[src/rtl/sdc_writer_pkg.sv]
// Shared types and constants for the SD-card block write path.
// Used by sdc_crc16_serial and sdc_block_serializer (optional feature macro: SDC_BUSY_TIMEOUT_EN).
package sdc_writer_pkg;

  typedef enum logic [3:0] {
    S_IDLE,
    S_START,
    S_DATA,
    S_CRC,
    S_ENDB,
    S_RESP_WAIT,
    S_RESP,
    S_BUSYW,
    S_ABORT
  } state_e;

  typedef enum logic [2:0] {
    ST_OK            = 3'd0,
    ST_CRC_REJECT    = 3'd1,
    ST_WRITE_REJECT  = 3'd2,
    ST_UNDERRUN      = 3'd3,
    ST_RESP_TIMEOUT  = 3'd4,
    ST_BUSY_TIMEOUT  = 3'd5
  } status_e;

  localparam logic [15:0] CRC16_POLY     = 16'h1021;
  localparam logic [2:0]  TOK_ACCEPT     = 3'b010;
  localparam logic [2:0]  TOK_CRC_REJECT = 3'b101;

  // One MSB-first step of CRC16-CCITT (init 0, no reflection, no final XOR).
  function automatic logic [15:0] crc16_step(input logic [15:0] crc, input logic din);
    logic fb;
    fb = crc[15] ^ din;
    return {crc[14:0], 1'b0} ^ (fb ? CRC16_POLY : 16'h0000);
  endfunction

endpackage

[src/rtl/sdc_crc16_serial.sv]
// Bit-serial CRC16 accumulator for the DAT0 data field.
// clr restarts the CRC at zero; en advances it by one bit.
module sdc_crc16_serial
  import sdc_writer_pkg::*;
(
  input  logic        clk,
  input  logic        reset,
  input  logic        clr,
  input  logic        en,
  input  logic        din,
  output logic [15:0] crc
);

  logic [15:0] r_crc;

  always_ff @(posedge clk) begin
    if (reset || clr) begin
      r_crc <= 16'h0000;
    end else if (en) begin
      r_crc <= crc16_step(r_crc, din);
    end
  end

  assign crc = r_crc;

endmodule

[src/rtl/sdc_block_serializer.sv]
// Drives one data block onto DAT0 (start, data, CRC16, end) and reports the card's response.
// Optional busy timeout enabled by defining SDC_BUSY_TIMEOUT_EN.
module sdc_block_serializer
  import sdc_writer_pkg::*;
#(
  parameter int BLOCK_BYTES = 512,
  parameter int RESP_WINDOW = 16
`ifdef SDC_BUSY_TIMEOUT_EN
  ,
  parameter int BUSY_TIMEOUT = 65535
`endif
) (
  input  logic       clk,
  input  logic       reset,
  input  logic       bit_en,
  input  logic       start,
  input  logic [7:0] byte_data,
  input  logic       byte_valid,
  output logic       byte_ready,
  output logic       dat_out,
  output logic       dat_oe,
  input  logic       dat_in,
  output logic       busy,
  output logic       done,
  output logic [2:0] status
);

  localparam logic [15:0] LAST_DATA_BIT = 16'(BLOCK_BYTES * 8 - 1);
  localparam logic [15:0] RESP_LAST     = 16'(RESP_WINDOW - 1);
`ifdef SDC_BUSY_TIMEOUT_EN
  localparam logic [15:0] BUSY_LAST     = 16'(BUSY_TIMEOUT - 1);
`endif

  state_e      r_state;
  state_e      w_state_nxt;
  status_e     r_status;
  status_e     w_status_nxt;
  logic [15:0] r_cnt;
  logic [7:0]  r_hold;
  logic [7:0]  r_shift;
  logic        r_hold_full;
  logic [2:0]  r_tok;
  logic        w_load;
  logic        w_hs;
  logic        w_cnt_run;
  logic [15:0] w_crc;

  sdc_crc16_serial u_crc (
    .clk  (clk),
    .reset(reset),
    .clr  (r_state == S_IDLE),
    .en   (bit_en && (r_state == S_DATA)),
    .din  (r_shift[7]),
    .crc  (w_crc)
  );

  assign byte_ready = !r_hold_full && ((r_state == S_START) || (r_state == S_DATA));
  assign w_hs       = byte_valid && byte_ready;
  assign busy       = (r_state != S_IDLE);
  assign done       = (r_state == S_ABORT);
  assign status     = r_status;

  always_comb begin
    w_state_nxt  = r_state;
    w_status_nxt = r_status;
    w_load       = 1'b0;
    w_cnt_run    = 1'b0;
    unique case (r_state)
      S_IDLE: begin
        if (start) w_state_nxt = S_START;
      end
      S_START: begin
        if (bit_en) begin
          if (r_hold_full) begin
            w_load      = 1'b1;
            w_state_nxt = S_DATA;
          end else begin
            w_status_nxt = ST_UNDERRUN;
            w_state_nxt  = S_ABORT;
          end
        end
      end
      S_DATA: begin
        w_cnt_run = 1'b1;
        // The final byte needs no refill; every other byte boundary does.
        if (bit_en && (r_cnt[2:0] == 3'd7)) begin
          if (r_cnt == LAST_DATA_BIT) begin
            w_state_nxt = S_CRC;
          end else if (r_hold_full) begin
            w_load = 1'b1;
          end else begin
            w_status_nxt = ST_UNDERRUN;
            w_state_nxt  = S_ABORT;
          end
        end
      end
      S_CRC: begin
        w_cnt_run = 1'b1;
        if (bit_en && (r_cnt == 16'd15)) w_state_nxt = S_ENDB;
      end
      S_ENDB: begin
        if (bit_en) w_state_nxt = S_RESP_WAIT;
      end
      S_RESP_WAIT: begin
        w_cnt_run = 1'b1;
        if (bit_en) begin
          if (!dat_in) begin
            w_state_nxt = S_RESP;
          end else if (r_cnt == RESP_LAST) begin
            w_status_nxt = ST_RESP_TIMEOUT;
            w_state_nxt  = S_ABORT;
          end
        end
      end
      S_RESP: begin
        w_cnt_run = 1'b1;
        // Three token bits, then the token end bit on count 3.
        if (bit_en && (r_cnt == 16'd3)) begin
          if (r_tok == TOK_ACCEPT) begin
            w_state_nxt = S_BUSYW;
          end else if (r_tok == TOK_CRC_REJECT) begin
            w_status_nxt = ST_CRC_REJECT;
            w_state_nxt  = S_ABORT;
          end else begin
            w_status_nxt = ST_WRITE_REJECT;
            w_state_nxt  = S_ABORT;
          end
        end
      end
      S_BUSYW: begin
`ifdef SDC_BUSY_TIMEOUT_EN
        w_cnt_run = 1'b1;
`endif
        if (bit_en) begin
          if (dat_in) begin
            w_status_nxt = ST_OK;
            w_state_nxt  = S_ABORT;
          end
`ifdef SDC_BUSY_TIMEOUT_EN
          else if (r_cnt == BUSY_LAST) begin
            w_status_nxt = ST_BUSY_TIMEOUT;
            w_state_nxt  = S_ABORT;
          end
`endif
        end
      end
      S_ABORT: begin
        w_state_nxt = S_IDLE;
      end
      default: begin
        w_state_nxt = S_IDLE;
      end
    endcase
  end

  always_comb begin
    dat_oe  = 1'b0;
    dat_out = 1'b1;
    unique case (r_state)
      S_START: begin dat_oe = 1'b1; dat_out = 1'b0; end
      S_DATA:  begin dat_oe = 1'b1; dat_out = r_shift[7]; end
      S_CRC:   begin dat_oe = 1'b1; dat_out = w_crc[4'd15 - r_cnt[3:0]]; end
      S_ENDB:  begin dat_oe = 1'b1; dat_out = 1'b1; end
      default: begin dat_oe = 1'b0; dat_out = 1'b1; end
    endcase
  end

  always_ff @(posedge clk) begin
    if (reset) begin
      r_state     <= S_IDLE;
      r_status    <= ST_OK;
      r_hold_full <= 1'b0;
      r_cnt       <= 16'h0000;
    end else begin
      r_state  <= w_state_nxt;
      r_status <= w_status_nxt;
      // A load and a new byte on the same clock leave the holding register full.
      if (r_state == S_IDLE) r_hold_full <= 1'b0;
      else                   r_hold_full <= (r_hold_full && !w_load) || w_hs;
      if (w_state_nxt != r_state)  r_cnt <= 16'h0000;
      else if (bit_en && w_cnt_run) r_cnt <= r_cnt + 16'd1;
    end
  end

  always_ff @(posedge clk) begin
    if (w_hs) r_hold <= byte_data;
    if (w_load)                            r_shift <= r_hold;
    else if (bit_en && r_state == S_DATA)  r_shift <= {r_shift[6:0], 1'b0};
    if (bit_en && r_state == S_RESP) r_tok <= {r_tok[1:0], dat_in};
  end

endmodule
[config.mk]
export PLATFORM = sky130hd
export DESIGN_NAME = sdc_block_serializer
export DESIGN_NICKNAME = d
export VERILOG_FILES = /design/src/rtl/sdc_writer_pkg.sv /design/src/rtl/sdc_crc16_serial.sv /design/src/rtl/sdc_block_serializer.sv
export SDC_FILE = /design/constraint.sdc
export NUM_CORES = 1
export LEC_CHECK = 0
export ABC_AREA = 1
export CELL_PAD_IN_SITES_DETAIL_PLACEMENT = 1
export CELL_PAD_IN_SITES_GLOBAL_PLACEMENT = 2
export CORE_ASPECT_RATIO = 0.6
export CORE_MARGIN = 2
export CORE_UTILIZATION = 35
export CTS_BUF_LIST = sky130_fd_sc_hd__clkbuf_2 sky130_fd_sc_hd__clkbuf_4 sky130_fd_sc_hd__clkbuf_8
export DETAILED_ROUTE_END_ITERATION = 6
export PLACE_DENSITY = 0.82
export SYNTH_ARGS = -nofsm -noshare
export SYNTH_HDL_FRONTEND = slang
export SYNTH_SLANG_ARGS = --single-unit
[constraint.sdc]
create_clock -name clk -period 3 [get_ports clk]
set_clock_uncertainty 0.2 [all_clocks]
set_input_delay 0.3 -clock clk [delete_from_list [all_inputs] [get_ports clk]]
set_output_delay 0.3 -clock clk [all_outputs]
set_load 0.02 [all_outputs]
==> metrics <==
Fmax about 360 MHz; starting density of the core roughly 36%; Max Cap Violations 0; H-Tree Depth 3; min Tclk post-route ~2.8 ns; vias per inst roughly 4.8; Final Hold Slack approximately 0.25 ns; post-cts resize count 0; Final Wtd Congestion between 0.8 and 0.9; Tcrit/Tclk final about 93%; crit path DAT ~2.3 ns; synthesis-to-finish area growth 15.69%; clock latency on the worst-skew pair between 0.3 and 0.4 ns; asr flop ratio synth 0%; Final Hold Viols 0; ANT nets after route 0; vias in the first global route roughly 2800; Combinational Power Share ~7.6%; I/O pins 22; Starting DRT DRC Count 154; die area around 0.01 mm2; initial antenna violation count 0; Post-synth top flop dfxtp_1; syn avg cell area 7.674 um2; largest net degree at the start of global routing 22; Layout Nets 461; WL/cell approximately 15 um; reg-to-reg startpoint r_cnt[1]; HP Class flop to flop; port buffer count 21; syn nets between 400 and 500; Yosys top cell area share about a quarter; number of unique standard cell types used by synthesis 31; global-route wire length before repair 14290 um; commonest non-fill, non-tap cells in the layout 88 x nand2_1, 55 x inv_1, 45 x nor2_1, 39 x dfxtp_1, 34 x o21ai_0; total track usage between 10% and 20%; Post-CTS Repair Setup Buffers 0; Max Slew Vio Count 0; CTS buffer count 9; Tightest Pin Transition roughly 0.43 ns; Post-Syn Area 0.003231 mm2; Chip Width 128.0 um; EDFF count, synth 19; vias roughly 2700; clk slew on worst S/H paths ~0.07 ns; static leakage approximately 0.0016 uW; Sw Share around a quarter; Psw approximately 430 uW; Synth area leader dfxtp_1; Worst R2R Path Depth 11; internal power 1259 uW; DR pass1 iterations 4; clock sink count 59; setup_tns 0 ns; Worst setup EP type primary output; synth warn 0; RSZ-0062 raised after global routing false; Synth Instances around 420; final global-route overflow total 0; Pwr per Cell Area around 450 mW/mm2; R2R Setup Slk around 0.42 ns; Longest Clk Path Bufs 2; Hold Path Depth 0; register area share after synthesis between 40% and 50%; Root Driver clkbuf_8; Final setup viols 0; CTS tree done; headroom to the max-slew limit 71.26%; most common cell after layout, fill and taps aside nand2_1; peak supply drop between 0.2 and 0.25 mV; Worst EP required 2.50 ns; # diodes 0; critical path class flop to primary output; terminus of the critical flop-to-flop path r_cnt[0]; Clock power frac a little over two fifths; Yosys reg bits 59; hold wc startpoint r_tok[0]; sequential share of power between 40% and 50%; Hold Buf Count CTS 0; Core ar. 0.009054 mm2; status complete, no violations; critical path fanouts, max 11; FP Rows 27; Worst setup SP type flop; ranking of synthesized cells by area dfxtp_1 25%, edfxtp_1 18%, nand2_1 10%; DRC 0; Hold Path Sink r_tok[1]; layout cells sized above 1 around an eighth; Die Height between 70 and 80 um; DP HPWL ~6300 um; Total Wirelength roughly 8400 um
## state kept, by name (all words and copies together) (netlist names)
signal       count
r_cnt           16
u_crc.crc       16
r_hold           8
r_shift          8
r_state          4
r_tok            3
status           3
r_hold_full      1
## area by class of cell
cell class                      instances  area, um2
Multi-Input combinational cell        294       1579
Fill cell                            1138       5316
Timing Repair Buffer                   24      232.7
Clock buffer                            9      123.9
Inverter                               57      215.2
Sequential cell                        59       1373
Tap cell                              116      145.1
Clock inverter                          7      68.82
## per-layer routing
metal / up-vias / track usage [%] / wire length, um
li1: 1404 / - / -
met1: 1271 / 26.35 / 4530
met2: 38 / 26.79 / 3361
met3: 9 / 5.726 / 362
met4: 0 / 4.945 / 99
met5: - / 0 / 0
## cell usage after synthesis, types with 3 or more instances
library cell and instances:
nand2_2 4, o21ai_0 34, nor2_4 13, nor2_1 45
xor2_1 14, edfxtp_1 19, a21oi_1 32, nor3_1 10
inv_1 55, nand2_1 88, nand2_4 3, buf_2 3
dfxtp_1 40, nand4_1 9, clkbuf_1 6, nor2_2 8
nand3_1 20
## critical path: stages, from the launching register on
cell             delay, ns
dfxtp_1               0.58
o21ai_0               0.16
o21ai_0               0.21
nand3_1               0.13
nand4_1               0.15
nand2_1               0.06
nand2_1               0.07
clkdlybuf4s50_1       0.60
## stage by stage
| stage | std cells | area [um2] | setup WS [ns] | util, % | total power (uW) |
|---|---|---|---|---|---|
| finish | 566 | 3737 | 0.1980 | 41.28 | 1689 |
| global route | 566 | 3737 | 0.02944 | 41.28 | 1770 |
| CTS | 566 | 3736 | 0.06622 | 41.27 | 1721 |
| detailed placement | 550 | 3543 | 0.2377 | 39.14 | 985.9 |
| global placement | 550 | 3543 | 0.3108 | 39.14 | 983.1 |
| floorplan | 421 | 3231 | 0.9402 | - | 937.7 |
## power groups by stage
stage | Clock (uW) | Combinational, uW | Sequential, uW
3_3_place_gp | 0 | 128 | 855
3_5_place_dp | 0 | 131 | 855
6_report | 723 | 129 | 837
4_1_cts | 752 | 131 | 837
5_1_grt | 788 | 143 | 838
2_1_floorplan | 0 | 80.8 | 857
## logic make-up after synthesis
family,Yosys count,synth area share [%]
AO/OA/AOI/OAI,68,10.73
AND/OR/NAND/NOR,206,32.42
adder cells (fa/ha/maj),2,0.7745
multiplexers,2,0.6197
XOR/XNOR,16,4.338
buffers and inverters,68,8.675
flip-flops,59,42.45
## worst max path at each step
stage                          start          to  slack, ns  cells after the start
after CTS                   r_cnt[0]     dat_out       0.07                      8
after detailed placement      bit_en  r_shift[5]       0.24                      7
after global placement        bit_en  r_shift[0]       0.31                      7
after global routing        r_cnt[1]     dat_out       0.03                      7
final                       r_cnt[1]     dat_out       0.20                      7
after floorplan           r_state[3]   r_hold[0]       0.94                      5
Note: power is estimated with default switching activity, not from simulation.
==> RTL change 1, RTL diff (config.mk and constraints unchanged) <==
Change the parameter `RESP_WINDOW` from 16 to 15.
--- a/src/rtl/sdc_block_serializer.sv
+++ b/src/rtl/sdc_block_serializer.sv
@@ -4,7 +4,7 @@
   import sdc_writer_pkg::*;
 #(
   parameter int BLOCK_BYTES = 512,
-  parameter int RESP_WINDOW = 16
+  parameter int RESP_WINDOW = 15
 `ifdef SDC_BUSY_TIMEOUT_EN
   ,
   parameter int BUSY_TIMEOUT = 65535
Function: no difference found for any inputs over 10 cycles, from zero or initial values and one cycle with reset high; that may be too few to reach the edited logic, so the function may still have changed.
==> RTL change 1 against the unedited design <==
Critical path depth down 3; largest power group unchanged; worst setup slack gained 0.27 ns; cell area down 0.47%; sequential share of layout area increased by 0.17 points; wire length up 2.1%; global-route usage rose by 0.36 points; final cell count grew 2.3%; total power is 2.4% lower; synthesized area fell by 1.9%; sequential cell count stayed put; synthesized cell count increased by 2.6%.
==> RTL change 1: results (changes against the unedited design) <==
- Status: complete, no violations (unchanged)
- Synth Area in XOR/XNOR: 0.0415 (was 0.0434)
- GRT Util Overall: 0.188 (was 0.184)
- Syn nets: 449 (was 437)
- FILL cells: 1082 (was 1138)
- Final WL: 8.53 mm (was 8.35 mm)
- Root buf cell: clkbuf_8 (unchanged)
- Most frequent cells after synthesis: nand2_1, inv_1, nor2_1 (unchanged)
- M2 GR Usage: 0.256 (was 0.268)
- Placed cell areas: 3530 um2 (was 3540 um2)
- Largest net degree at the start of global routing: 23 (was 22)
- Static Leak: 1.57 nW (about the same)
- Iter 0 DRT Violations: 118 (was 154)
- CTS H-tree lvls: 3 (unchanged)
- DP HPWL: 6.47 mm (was 6.32 mm)
- Ys async rst share: 0 (unchanged)
- Fin cells: 579 (was 566)
- Main area contributors after synthesis: dfxtp_1, edfxtp_1, nand2_1, inv_1, nor2_1 (was dfxtp_1, edfxtp_1, nand2_1, inv_1, o21ai_0)
- Routability congestion estimate: 0.840 (was 0.851)
- Final nets: 479 (was 461)
- Cells after synthesis: 432 (was 421)
- CP max FO: 7 (was 11)
- Yosys cell types: 32 (was 31)
- Mux cell area share after synthesis: 0.00316 (was 0.00620)
- M1 GR Usage: 0.286 (was 0.263)
- CTS Buffer Depth: 2 (unchanged)
- Routed vias: 2848 (was 2722)
- Worst-margin pin slew: 0.474 ns (was 0.428 ns)
- Initial antenna violation count: 0 (unchanged)
- Slowest stage cell, crit path: clkdlybuf4s50_1 (unchanged)
- Share of layout cells above drive strength 1: 0.120 (about the same)
- Adder-cell area share of the yosys netlist: 0.0118 (was 0.00775)
- Sequential area share after synthesis: 0.433 (was 0.424)
- Critical Path AT: 2.03 ns (was 2.30 ns)
- Place WS: 0.385 ns (was 0.238 ns)
- DP Cell Count: 563 (was 550)
- CP max stage delay: 0.65 ns (was 0.60 ns)
- Latest clock arrival within the worst-skew pair: 0.37 ns (was 0.35 ns)
- Post-synthesis compound-gate area fraction: 0.116 (was 0.107)
- GR Layer Usage met3: 0.0524 (was 0.0573)
- Worst VDD drop: 0.264 mV (was 0.217 mV)
- First-pass GRT wire length: 14.2 mm (was 14.3 mm)
RTL change 1: changes by cell type in the layout (fill, tap and decap cells not counted), moves of 4 or more:
cell / before / now
nor2_1: 45 / 54
nor2_4: 13 / 2
nor2_2: 8 / 18
clkinv_2: 4 / 0
buf_4: 3 / 8
nand3_1: 20 / 24
nor3_1: 10 / 5
RTL change 1: where the power goes:
group	total (mW)	internal [mW]	switching (mW)
clock network	0.697	0.313	0.384
logic	0.116	0.0488	0.0674
registers	0.836	0.830	0.00599
total	1.65	1.19	0.458
RTL change 1: layer usage:
metal  wire (um)  up-vias
met1        4740     1347
met2        3370       38
li1            -     1458
met3         352        5
met4          68        0
met5           0        -
RTL change 1: final cells by class:
| type | instances | area [um2] | share of cell area |
|---|---|---|---|
| tap | 112 | 140 | 0.0377 |
| clock inverter | 7 | 61.3 | 0.0165 |
| clock buffer | 9 | 124 | 0.0333 |
| timing repair buffer | 30 | 295 | 0.0794 |
| inverter | 60 | 225 | 0.0605 |
| multi-input combinational | 302 | 1500 | 0.404 |
| sequential | 59 | 1370 | 0.369 |
RTL change 1: what timing repair did:
action	in CTS	in global routing
hold buffers	0	0
gates resized for setup	0	3
setup endpoints to repair	0	2
RTL change 1: final timing paths:
check	startpoint	to	cells after the start	slack, ns
worst max register to register	r_cnt[0]$_SDFFE_PP0P_	r_cnt[14]$_SDFFE_PP0P_	15	0.55
worst min register to register	r_tok[0]$_DFFE_PP_	r_tok[1]$_DFFE_PP_	0	0.26
worst max-delay path	r_state[0]$_SDFF_PP0_	done	4	0.47
worst min-delay path	r_tok[0]$_DFFE_PP_	r_tok[1]$_DFFE_PP_	0	0.26
==> RTL change 2, RTL diff (same flow settings) <==
Without the edit above. Encoding of `state_e`: now Gray code (4 bits for 9 states).
--- a/src/rtl/sdc_writer_pkg.sv
+++ b/src/rtl/sdc_writer_pkg.sv
@@ -3,15 +3,15 @@
 package sdc_writer_pkg;
 
   typedef enum logic [3:0] {
-    S_IDLE,
-    S_START,
-    S_DATA,
-    S_CRC,
-    S_ENDB,
-    S_RESP_WAIT,
-    S_RESP,
-    S_BUSYW,
-    S_ABORT
+    S_IDLE      = 4'b0000,
+    S_START     = 4'b0001,
+    S_DATA      = 4'b0011,
+    S_CRC       = 4'b0010,
+    S_ENDB      = 4'b0110,
+    S_RESP_WAIT = 4'b0111,
+    S_RESP      = 4'b0101,
+    S_BUSYW     = 4'b0100,
+    S_ABORT     = 4'b1100
   } state_e;
 
   typedef enum logic [2:0] {
Behaviour: no difference found for any inputs over 10 cycles, from zero or initial values and one cycle with reset high; not proved beyond that.
==> RTL change 2 against the unedited design <==
Via count shrank 1.1%; clock power rose by 4.7%; maximum frequency rose by 3.4%; synthesized area is 2.8% lower; worst setup slack gained 0.092 ns; total power up 6.3%; largest cell class unchanged; cell area fell by 1.5%; final cell count fell by 3.4%; non-clock buffer count up 3; worst hold slack better by 0.025 ns; register-to-register slack better by 0.21 ns; synthesized cell count fell by 4.8%; wire length is 2.8% lower; sequential cell count did not move.
==> RTL change 2: results (changes against the unedited design) <==
- CTS clk-pin slew, worst paths: 0.07 ns (about the same)
- Number of synthesized flops with an enable pin: 19 (unchanged)
- Share of layout cells above drive strength 1: 0.161 (was 0.120)
- Yosys cell types: 33 (was 31)
- DP Cell Count: 530 (was 550)
- FILL cells: 1080 (was 1138)
- Mux cell area share after synthesis: 0.00637 (was 0.00620)
- Adder-cell area share of the yosys netlist: 0.00797 (was 0.00775)
- Root buf cell: clkbuf_8 (unchanged)
- Worst VDD drop: 0.271 mV (was 0.217 mV)
- Status: complete, no violations (unchanged)
- Final min period: 2.71 ns (was 2.80 ns)
- Critical Path AT: 2.21 ns (was 2.30 ns)
- Latest clock arrival within the worst-skew pair: 0.36 ns
- Met3 WL: 417 um (was 362 um)
- WHS Endpoint: u_crc.crc[10]$_SDFFE_PP0P_ (was r_tok[1]$_DFFE_PP_)
- Final nets: 446 (was 461)
- Most used flip-flop cell after synthesis: dfxtp_1 (unchanged)
- Routed vias: 2692 (was 2722)
- Place WS: 0.306 ns (was 0.238 ns)
- Final WL: 8.12 mm (was 8.35 mm)
- Hold_sp: u_crc.crc[9]$_SDFFE_PP0P_ (was r_tok[0]$_DFFE_PP_)
- R2r worst-path depth: 10 (was 11)
- Static Leak: 1.47 nW (was 1.57 nW)
- Sequential area share after synthesis: 0.437 (was 0.424)
- Met1 wire length: 4.32 mm (was 4.53 mm)
- Fin cells: 547 (was 566)
- Routability congestion estimate: 0.855 (was 0.851)
- Slew margin rel.: 0.694 (was 0.713)
- Syn nets: 417 (was 437)
- Post-synthesis compound-gate area fraction: 0.104 (was 0.107)
- Synth warn: 0 (unchanged)
- Largest net degree at the start of global routing: 23 (was 22)
- Start point of the critical path: r_cnt[0]$_SDFFE_PP0P_ (was r_cnt[1]$_SDFFE_PP0P_)
- CP max FO: 9 (was 11)
- Reg2Reg Setup Slack: 0.63 ns (was 0.42 ns)
- Cells after synthesis: 401 (was 421)
- N_diodes: 0 (unchanged)
- GRT Util Overall: 0.183 (was 0.184)
- Placed cell areas: 3470 um2 (was 3540 um2)
- Main area contributors after synthesis: dfxtp_1, edfxtp_1, nand2_1, nor2_1, nor2_4 (was dfxtp_1, edfxtp_1, nand2_1, inv_1, o21ai_0)
- # port buffers: 21 (unchanged)
- Wire length on met2: 3.34 mm (was 3.36 mm)
- Synth Area in XOR/XNOR: 0.0418 (was 0.0434)
- Vias in the first global route: 2771 (was 2833)
- Most frequent cells after synthesis: nand2_1, nor2_1, dfxtp_1 (was nand2_1, inv_1, nor2_1)
- Uppermost layer routed: met4 (unchanged)
- FF-to-FF End: r_cnt[0]$_SDFFE_PP0P_ (unchanged)
- WHS Path Cells: 2 (was 0)
- DP HPWL: 6.14 mm (was 6.32 mm)
- First-pass GRT wire length: 13.9 mm (was 14.3 mm)
- CTS Buf Count: 9 (unchanged)
- Min-Delay Path Class: reg -> reg (unchanged)
- Iter 0 DRT Violations: 123 (was 154)
-- RTL change 2: cell types whose count changed in the layout (fill, tap and decap cells not counted), sizes merged, moves of 2 or more --
cell,before,now
xor2,14,12
buf,3,6
nand3,22,17
nand2,95,101
nor3,11,9
o21ai,34,30
a21oi,32,30
inv,56,47
clkinv,5,3
-- RTL change 2: layer usage --
layer	global-route usage	vias up
met1	0.262	1289
met5	0	-
met2	0.266	48
met4	0.0505	0
li1	-	1349
met3	0.0552	6
-- RTL change 2: final cells by class --
class	instances	area (um2)	area share
clock buffer	9	124	0.0336
clock inverter	7	76.3	0.0207
inverter	47	180	0.0489
multi-input combinational	286	1530	0.416
sequential	59	1370	0.373
tap	112	140	0.0381
timing repair buffer	27	255	0.0693
-- RTL change 2: per-stage QoR --
stage / power (mW) / hold slack, ns / util
floorplan: 0.988 / 0.172 / -
global placement: 1.05 / 0.251 / 0.402
detailed placement: 1.06 / 0.272 / 0.402
CTS: 1.82 / 0.274 / 0.426
global route: 1.87 / 0.272 / 0.427
finish: 1.80 / 0.278 / 0.427
-- RTL change 2: worst max-delay path, stage by stage (launching register included) --
cell,delay [ns]
dfxtp_2,0.39
buf_4,0.18
o21ai_0,0.07
o21ai_0,0.27
nand3_1,0.11
nand4_1,0.09
nand2_1,0.05
nand4_1,0.08
clkdlybuf4s50_1,0.61
-- RTL change 2: power breakdown --
group	internal, mW	total, mW	switching [mW]
Clock	0.389	0.757	0.369
Combinational	0.0680	0.195	0.127
Sequential	0.834	0.843	0.00875
-- RTL change 2: repair_timing --
item,4_1_cts,5_1_grt
setup buffers,0,1
setup endpoints to repair,0,1
gates resized for setup,0,3
endpoints found under the hold margin,0,0
